### config.mk
export PLATFORM = sky130hd
export DESIGN_NAME = dac_wave_gen
export DESIGN_NICKNAME = d
export VERILOG_FILES = /design/src/rtl/dac_wave_gen.sv
export SDC_FILE = /design/constraint.sdc
export NUM_CORES = 1
export LEC_CHECK = 0
export BUFFER_PORTS_ARGS = -buffer_cell sky130_fd_sc_hd__buf_2
export CAP_MARGIN = 20
export CELL_PAD_IN_SITES_DETAIL_PLACEMENT = 2
export CELL_PAD_IN_SITES_GLOBAL_PLACEMENT = 2
export CORE_MARGIN = 3
export CORE_UTILIZATION = 35
export CTS_BUF_LIST = sky130_fd_sc_hd__clkbuf_8
export DETAILED_ROUTE_END_ITERATION = 8
export GPL_ROUTABILITY_DRIVEN = 0
export PLACE_DENSITY = 0.81
export SYNTH_ARGS = -nofsm -noshare
export SYNTH_HDL_FRONTEND = slang
export SYNTH_SLANG_ARGS = --single-unit
### constraint.sdc
create_clock -name s_clk -period 2.8 [get_ports s_clk]
set_clock_uncertainty 0.05 [all_clocks]
set_input_delay 0.42 -clock s_clk [delete_from_list [all_inputs] [get_ports s_clk]]
set_output_delay 0.42 -clock s_clk [all_outputs]
set_load 0.005 [all_outputs]
### src/rtl/dac_wave_gen.sv
// Phase-accumulator waveform source for the SPI DAC controller.
// Samples are ticked at s_clk/SAMPLE_DIV and issued when the DAC is free.
module dac_wave_gen #(
    parameter int DATA_W     = 10,
    parameter int PHASE_W    = 16,
    parameter int SAMPLE_DIV = 100
) (
    input  logic               s_clk,
    input  logic               s_rst,
    input  logic               enable,
    input  logic [1:0]         wave_sel,
    input  logic [PHASE_W-1:0] ftw,
    input  logic [1:0]         amp_shift,
    input  logic [DATA_W-1:0]  dc_level,
    input  logic               dac_busy,
    output logic [DATA_W-1:0]  data_out,
    output logic               data_valid,
    output logic               phase_wrap,
    output logic [7:0]         overrun_cnt
);

    localparam int DIV_W = $clog2(SAMPLE_DIV);

    logic [DIV_W-1:0]   div_q, div_d;
    logic [PHASE_W-1:0] acc_q, acc_d;
    logic               pend_q, pend_d;
    logic               wrap_q, wrap_d;
    logic [DATA_W-1:0]  dout_q, dout_d;
    logic               valid_q, valid_d;
    logic               pwrap_q, pwrap_d;
    logic [7:0]         ovr_q, ovr_d;

    logic               tick;
    logic               issue;
    logic               carry;
    logic [PHASE_W-1:0] sum;
    logic [DATA_W-1:0]  p;
    logic [DATA_W-1:0]  t;
    logic [DATA_W-1:0]  r;
    logic [DATA_W-1:0]  shaped;

    always_comb begin
        p = acc_q[PHASE_W-1 -: DATA_W];
        t = {p[DATA_W-2:0], 1'b0};
        r = '0;
        unique case (wave_sel)
            2'd0:    r = p;
            2'd1:    r = p[DATA_W-1] ? ~t : t;
            2'd2:    r = p[DATA_W-1] ? '0 : '1;
            default: r = '0;
        endcase
        shaped = (wave_sel == 2'd3) ? dc_level : (r >> amp_shift);
    end

    always_comb begin
        tick         = enable && (div_q == DIV_W'(SAMPLE_DIV - 1));
        issue        = enable && pend_q && !dac_busy;
        {carry, sum} = {1'b0, acc_q} + {1'b0, ftw};

        div_d   = div_q;
        acc_d   = acc_q;
        pend_d  = pend_q;
        wrap_d  = wrap_q;
        dout_d  = dout_q;
        valid_d = 1'b0;
        pwrap_d = 1'b0;
        ovr_d   = ovr_q;

        if (!enable) begin
            div_d  = '0;
            acc_d  = '0;
            pend_d = 1'b0;
            wrap_d = 1'b0;
        end else begin
            div_d = tick ? '0 : div_q + 1'b1;
            if (issue) begin
                dout_d  = shaped;
                valid_d = 1'b1;
                pwrap_d = wrap_q;
                wrap_d  = 1'b0;
                pend_d  = 1'b0;
            end
            // A tick on the issue edge re-arms pending with the new phase.
            if (tick) begin
                acc_d  = sum;
                pend_d = 1'b1;
                if (carry)
                    wrap_d = 1'b1;
                if (pend_q && dac_busy && ovr_q != 8'hFF)
                    ovr_d = ovr_q + 8'd1;
            end
        end
    end

    always_ff @(posedge s_clk or posedge s_rst) begin
        if (s_rst) begin
            div_q   <= '0;
            acc_q   <= '0;
            pend_q  <= 1'b0;
            wrap_q  <= 1'b0;
            dout_q  <= '0;
            valid_q <= 1'b0;
            pwrap_q <= 1'b0;
            ovr_q   <= '0;
        end else begin
            div_q   <= div_d;
            acc_q   <= acc_d;
            pend_q  <= pend_d;
            wrap_q  <= wrap_d;
            dout_q  <= dout_d;
            valid_q <= valid_d;
            pwrap_q <= pwrap_d;
            ovr_q   <= ovr_d;
        end
    end

    assign data_out    = dout_q;
    assign data_valid  = valid_q;
    assign phase_wrap  = pwrap_q;
    assign overrun_cnt = ovr_q;

endmodule

## Word level (Yosys, flattened, before mapping)

Index checks and enable logic that the tools add are counted.

- $add $sub $neg: 3
- Eq/ne operators: 7
- Shifts and indexed selects: 1
- Muxes and demuxes: 19
- Bitwise gates (word level): 1
- Reduce and logical (&&, ||, !) cells: 9

Operators by type and width:

| kind | number |
|---|---|
| 2-to-1 mux 16 bit | 2 |
| 2-to-1 mux 10 bit | 3 |
| one-hot mux 10 bit (3 select lines) | 1 |
| adder 16 x 16 -> 17 bit | 1 |
| 2-to-1 mux 7 bit | 2 |
| 2-to-1 mux 1 bit | 11 |
| NOT 10 bit | 1 |
| right shift 10 x 2 -> 10 bit | 1 |
| adder 8 x 1 -> 8 bit, second input constant | 1 |
| inequality test 8 bit, second input constant | 1 |
| adder 7 x 1 -> 7 bit, second input constant | 1 |
| == test 7 bit, second input constant | 1 |
| logical AND 1 bit | 5 |
| == test 2 bit, second input constant | 2 |
| inequality test 3 x 1 -> 1 bit, second input constant | 1 |
| AND reduction 3 bit | 1 |
| == test 2 x 1 -> 1 bit, second input constant | 1 |
| logical NOT 2 bit | 1 |
| inequality test 2 x 1 -> 1 bit, second input constant | 1 |
| AND reduction 2 bit | 1 |
| logical NOT 1 bit | 1 |

- Register bits after elaboration: 45
- Input port bits: 34
- Output and inout bits: 20
- Logic and storage cells: 48

## Depth between registers and ports, before layout

- Depth after elaboration: 6
- Gate-level depth with buffers: 8
- Gate-level depth less buffers: 8

## Worst setup path before layout

Ideal clock, no wire load.

- Path kind: input to register
- Start point: input port ftw[0]
- End point: register acc_q[14]
- Arrival: 2.293 ns
- Path slack: 0.382 ns
- Stages: 8
- Path through: ha_1 fa_1 a21o_1 a221oi_2 o21ai_2 o221ai_4 mux2_2 o21ai_2

- Cells in the longest elaborated chain, start to end: 3

Ends and longest elaborated chain:

| element | line | text |
|---|---|---|
| from (decl) | 12 | `input logic [PHASE_W-1:0] ftw,` |
| adder 16 x 16 -> 17 bit | 58 | `{carry, sum} = {1'b0, acc_q} + {1'b0, ftw};` |
| 2-to-1 mux 16 bit | 84 | `if (tick) begin` |
| 2-to-1 mux 16 bit | 69 | `if (!enable) begin` |
| to (signal assigned) | 98 | `acc_q <= '0;` |
| to (signal assigned) | 107 | `acc_q <= acc_d;` |
| to (decl) | 25 | `logic [PHASE_W-1:0] acc_q, acc_d;` |

Every way passes these cells. The select of a mux whose other input is x is not followed.
A chain may end at the register's enable or synchronous reset.

## Worst setup path after layout

- Start point: register acc_q[0]
- End point: register acc_q[14]

- Cells in the longest elaborated chain, start to end: 3

Ends and longest elaborated chain:

| element | line |
|---|---|
| adder 16 x 16 -> 17 bit | 58 |
| 2-to-1 mux 16 bit | 84 |
| 2-to-1 mux 16 bit | 69 |

Every way passes these cells. The select of a mux whose other input is x is not followed.

==> metrics.txt <==
Internal 1.01 mW; register area 1130 µm²; Antenna Violating Nets Remaining 0; std cell rows 34; Hold Violations, Final 0; Initial Util 36.4%; total track usage 19.3%; vias per cell 5.62; Layout Nets 468; fraction of registers with async set/reset 100%; f_max 0.391 GHz; CTS Hold Bufs 0; P&R area growth vs syn 15.9%; global-route wire length before repair 15.9 mm; clock latency on the worst-skew pair 0.30 ns; worst hold path class input pin to asynchronous set/reset pin; clock power share 39.1%; status complete, no violations; switching pwr 347 µW; CTS Sinks 45; 1st-pass router iterations 4; fin cells 524; H-tree levels 2; predominant post-synthesis flop cell dfrtp_1; worst vdd rail ir drop 183 µV; Synth area leaders dfrtp_1 35%, a21oi_1 7.5%, ha_1 7.1%; Die ar. 10300 µm²; worst slew pin tran 0.420 ns; GRT met1 Usage 26.3%; worst-case reg-to-reg path depth 8; setup TNS 0 ns; Slew HR 71.3%; chip height 101 µm; Most Used Layer, Global Route met2; via count 2943; crit path time final 2.56 ns; WP data required 2.98 ns; core outline area 8760 µm²; WL final 9.74 mm; Arr. time, crit path 2.73 ns; combinational fraction of design power 12.6%; post-synthesis area per instance 8.68 µm²; vias in the first global route 3134; worst reg2reg path startpoint acc_q[0]$_DFFE_PP0P_; chip width 101 µm; #FFs+latches synth 45; Setup CP Type flip-flop to flip-flop; global route total overflow 0; PwrDens 367 nW/µm²; Inst Count DP 515; most frequent cells in the layout 53 x buf_2, 48 x a21oi_1, 45 x dfrtp_1; Post-Syn Area 3190 µm²; Post-Synthesis Cells 367; buffer depth of the longest clock path 2; largest area contributor in the netlist dfrtp_1; post-synth cell types 54; initial antenna violation count 0; iteration-0 DRC count of the detailed router 90; crit end category flip-flop; EDFF count, synth 0; CP startpoint acc_q[0]$_DFFE_PP0P_; Yosys top cell area share 35.3%; reg2reg setup slack 0.24 ns; Filler Cells Inserted 997; # IOs 54; r2r endpoint acc_q[14]$_DFFE_PP0P_; commonest non-fill, non-tap cell in the layout buf_2; multi-input logic area 1940 µm²; Seq/Total Area, Yosys 35.3%; setup bufs post-CTS 0; number of inserted diodes 0; GRT met2 Usage 32.8%; Port Buf Inserts 53; Max Transition Viols Final 0; Tcrit/Tclk final 91.3%; dpl hpwl 7.35 mm; Switching Fraction 25.6%; Worst-path clk slew 0.10 ns; Setup Viol. Count Final 0; yosys warns 0; MaxCap Viol Count 0; pin count of the biggest net entering global routing 30; critical path startpoint category flip-flop; share of layout cells above drive strength 1 19.7%; DRC violations left 0; RSZ-0062 raised after global routing no; syn nets 420; Leakage 1.80 nW; TritonCTS clock tree done; sequential share of power 48.3%; met3 global-route usage 2.34%; DR WL/cell 18.6 µm; critical-path maximum fanout 4; Num CTS Buffers 5; Post-CTS Resized 0; root buffer cell clkbuf_8
-- critical path, stage by stage (launching register included) --
cell and delay [ns]:
dfrtp_1 0.40, ha_1 0.22, fa_1 0.43, a21o_1 0.20, a221oi_2 0.32, o21ai_2 0.16, o221ai_4 0.23, mux2_2 0.37
o21ai_2 0.10
-- layer usage --
metal,up-vias,wire (µm)
li1,1419,-
met1,1465,4620
met3,7,314
met2,52,4690
met5,-,0
met4,0,107
-- state kept, by name, summed over array words and instances, names as in the netlist --
signal / cells
acc_q: 16
data_out: 10
overrun_cnt: 8
div_q: 7
data_valid: 1
pend_q: 1
phase_wrap: 1
wrap_q: 1
-- kinds of logic (layout without fill, tap and decap cells) --
family | Yosys count | after routing | synth area share, %
compound gates | 110 | 110 | 22.9
fa+ha+maj | 19 | 19 | 7.70
mux | 14 | 14 | 4.52
flops | 45 | 45 | 35.3
simple gates | 126 | 126 | 19.1
xor+xnor | 25 | 25 | 6.87
buf+inv | 28 | 77 | 3.65
-- through the flow --
step / total power, mW / utilization, % / hold slack (ns) / instance area, µm² / setup WS [ns]
CTS: 1.37 / 41.8 / 0.213 / 3670 / 0.218
detailed placement: 0.834 / 40.5 / 0.404 / 3550 / 0.0985
floorplan: 0.776 / - / 0.375 / 3190 / 0.382
global placement: 0.828 / 40.5 / 0.388 / 3550 / 0.163
finish: 1.36 / 42.1 / 0.0205 / 3690 / 0.244
global route: 1.42 / 42.1 / 0.0227 / 3690 / 0.100
-- cell usage after synthesis, drive strengths merged, types with 2 or more instances --
cell type / number
nand3b: 5
a21o: 5
ha: 18
a32oi: 2
clkbuf: 8
nand2b: 4
o32ai: 2
o221ai: 2
nor2: 33
o22ai: 3
mux2: 3
dfrtp: 45
or2: 3
nor3: 5
nand4: 6
inv: 9
a21oi: 48
o22a: 5
a2bb2oi: 5
xor2: 12
a211oi: 3
xnor2: 13
nand3: 13
a221oi: 2
a31oi: 3
o31ai: 3
buf: 10
and3: 7
nand2: 42
and2: 2
o21ai: 17
o21bai: 2
nor2b: 3
mux2i: 11
-- final cells by class --
cell class	count	share of cell area (%)
Tap cell	108	3.66
Clock inverter	2	1.02
Sequential cell	45	30.5
Multi-Input combinational cell	294	52.6
Timing Repair Buffer	59	8.94
Clock buffer	6	2.24
Inverter	10	1.02
-- power groups by stage --
stage / sequential, mW / combinational [mW] / clock, mW
finish: 0.655 / 0.171 / 0.531
global route: 0.656 / 0.192 / 0.574
CTS: 0.656 / 0.168 / 0.544
detailed placement: 0.668 / 0.166 / 0
global placement: 0.668 / 0.159 / 0
floorplan: 0.668 / 0.108 / 0
-- worst max path at each step --
stage,to,slack [ns],depth (start not counted)
after global routing,acc_q[14]$_DFFE_PP0P_,0.10,8
after detailed placement,acc_q[14]$_DFFE_PP0P_,0.1,9
after CTS,acc_q[14]$_DFFE_PP0P_,0.22,8
after global placement,acc_q[14]$_DFFE_PP0P_,0.16,9
final,acc_q[14]$_DFFE_PP0P_,0.24,8
after floorplan,acc_q[14]$_DFFE_PP0P_,0.38,8
Note: power is estimated with default switching activity, not from simulation.
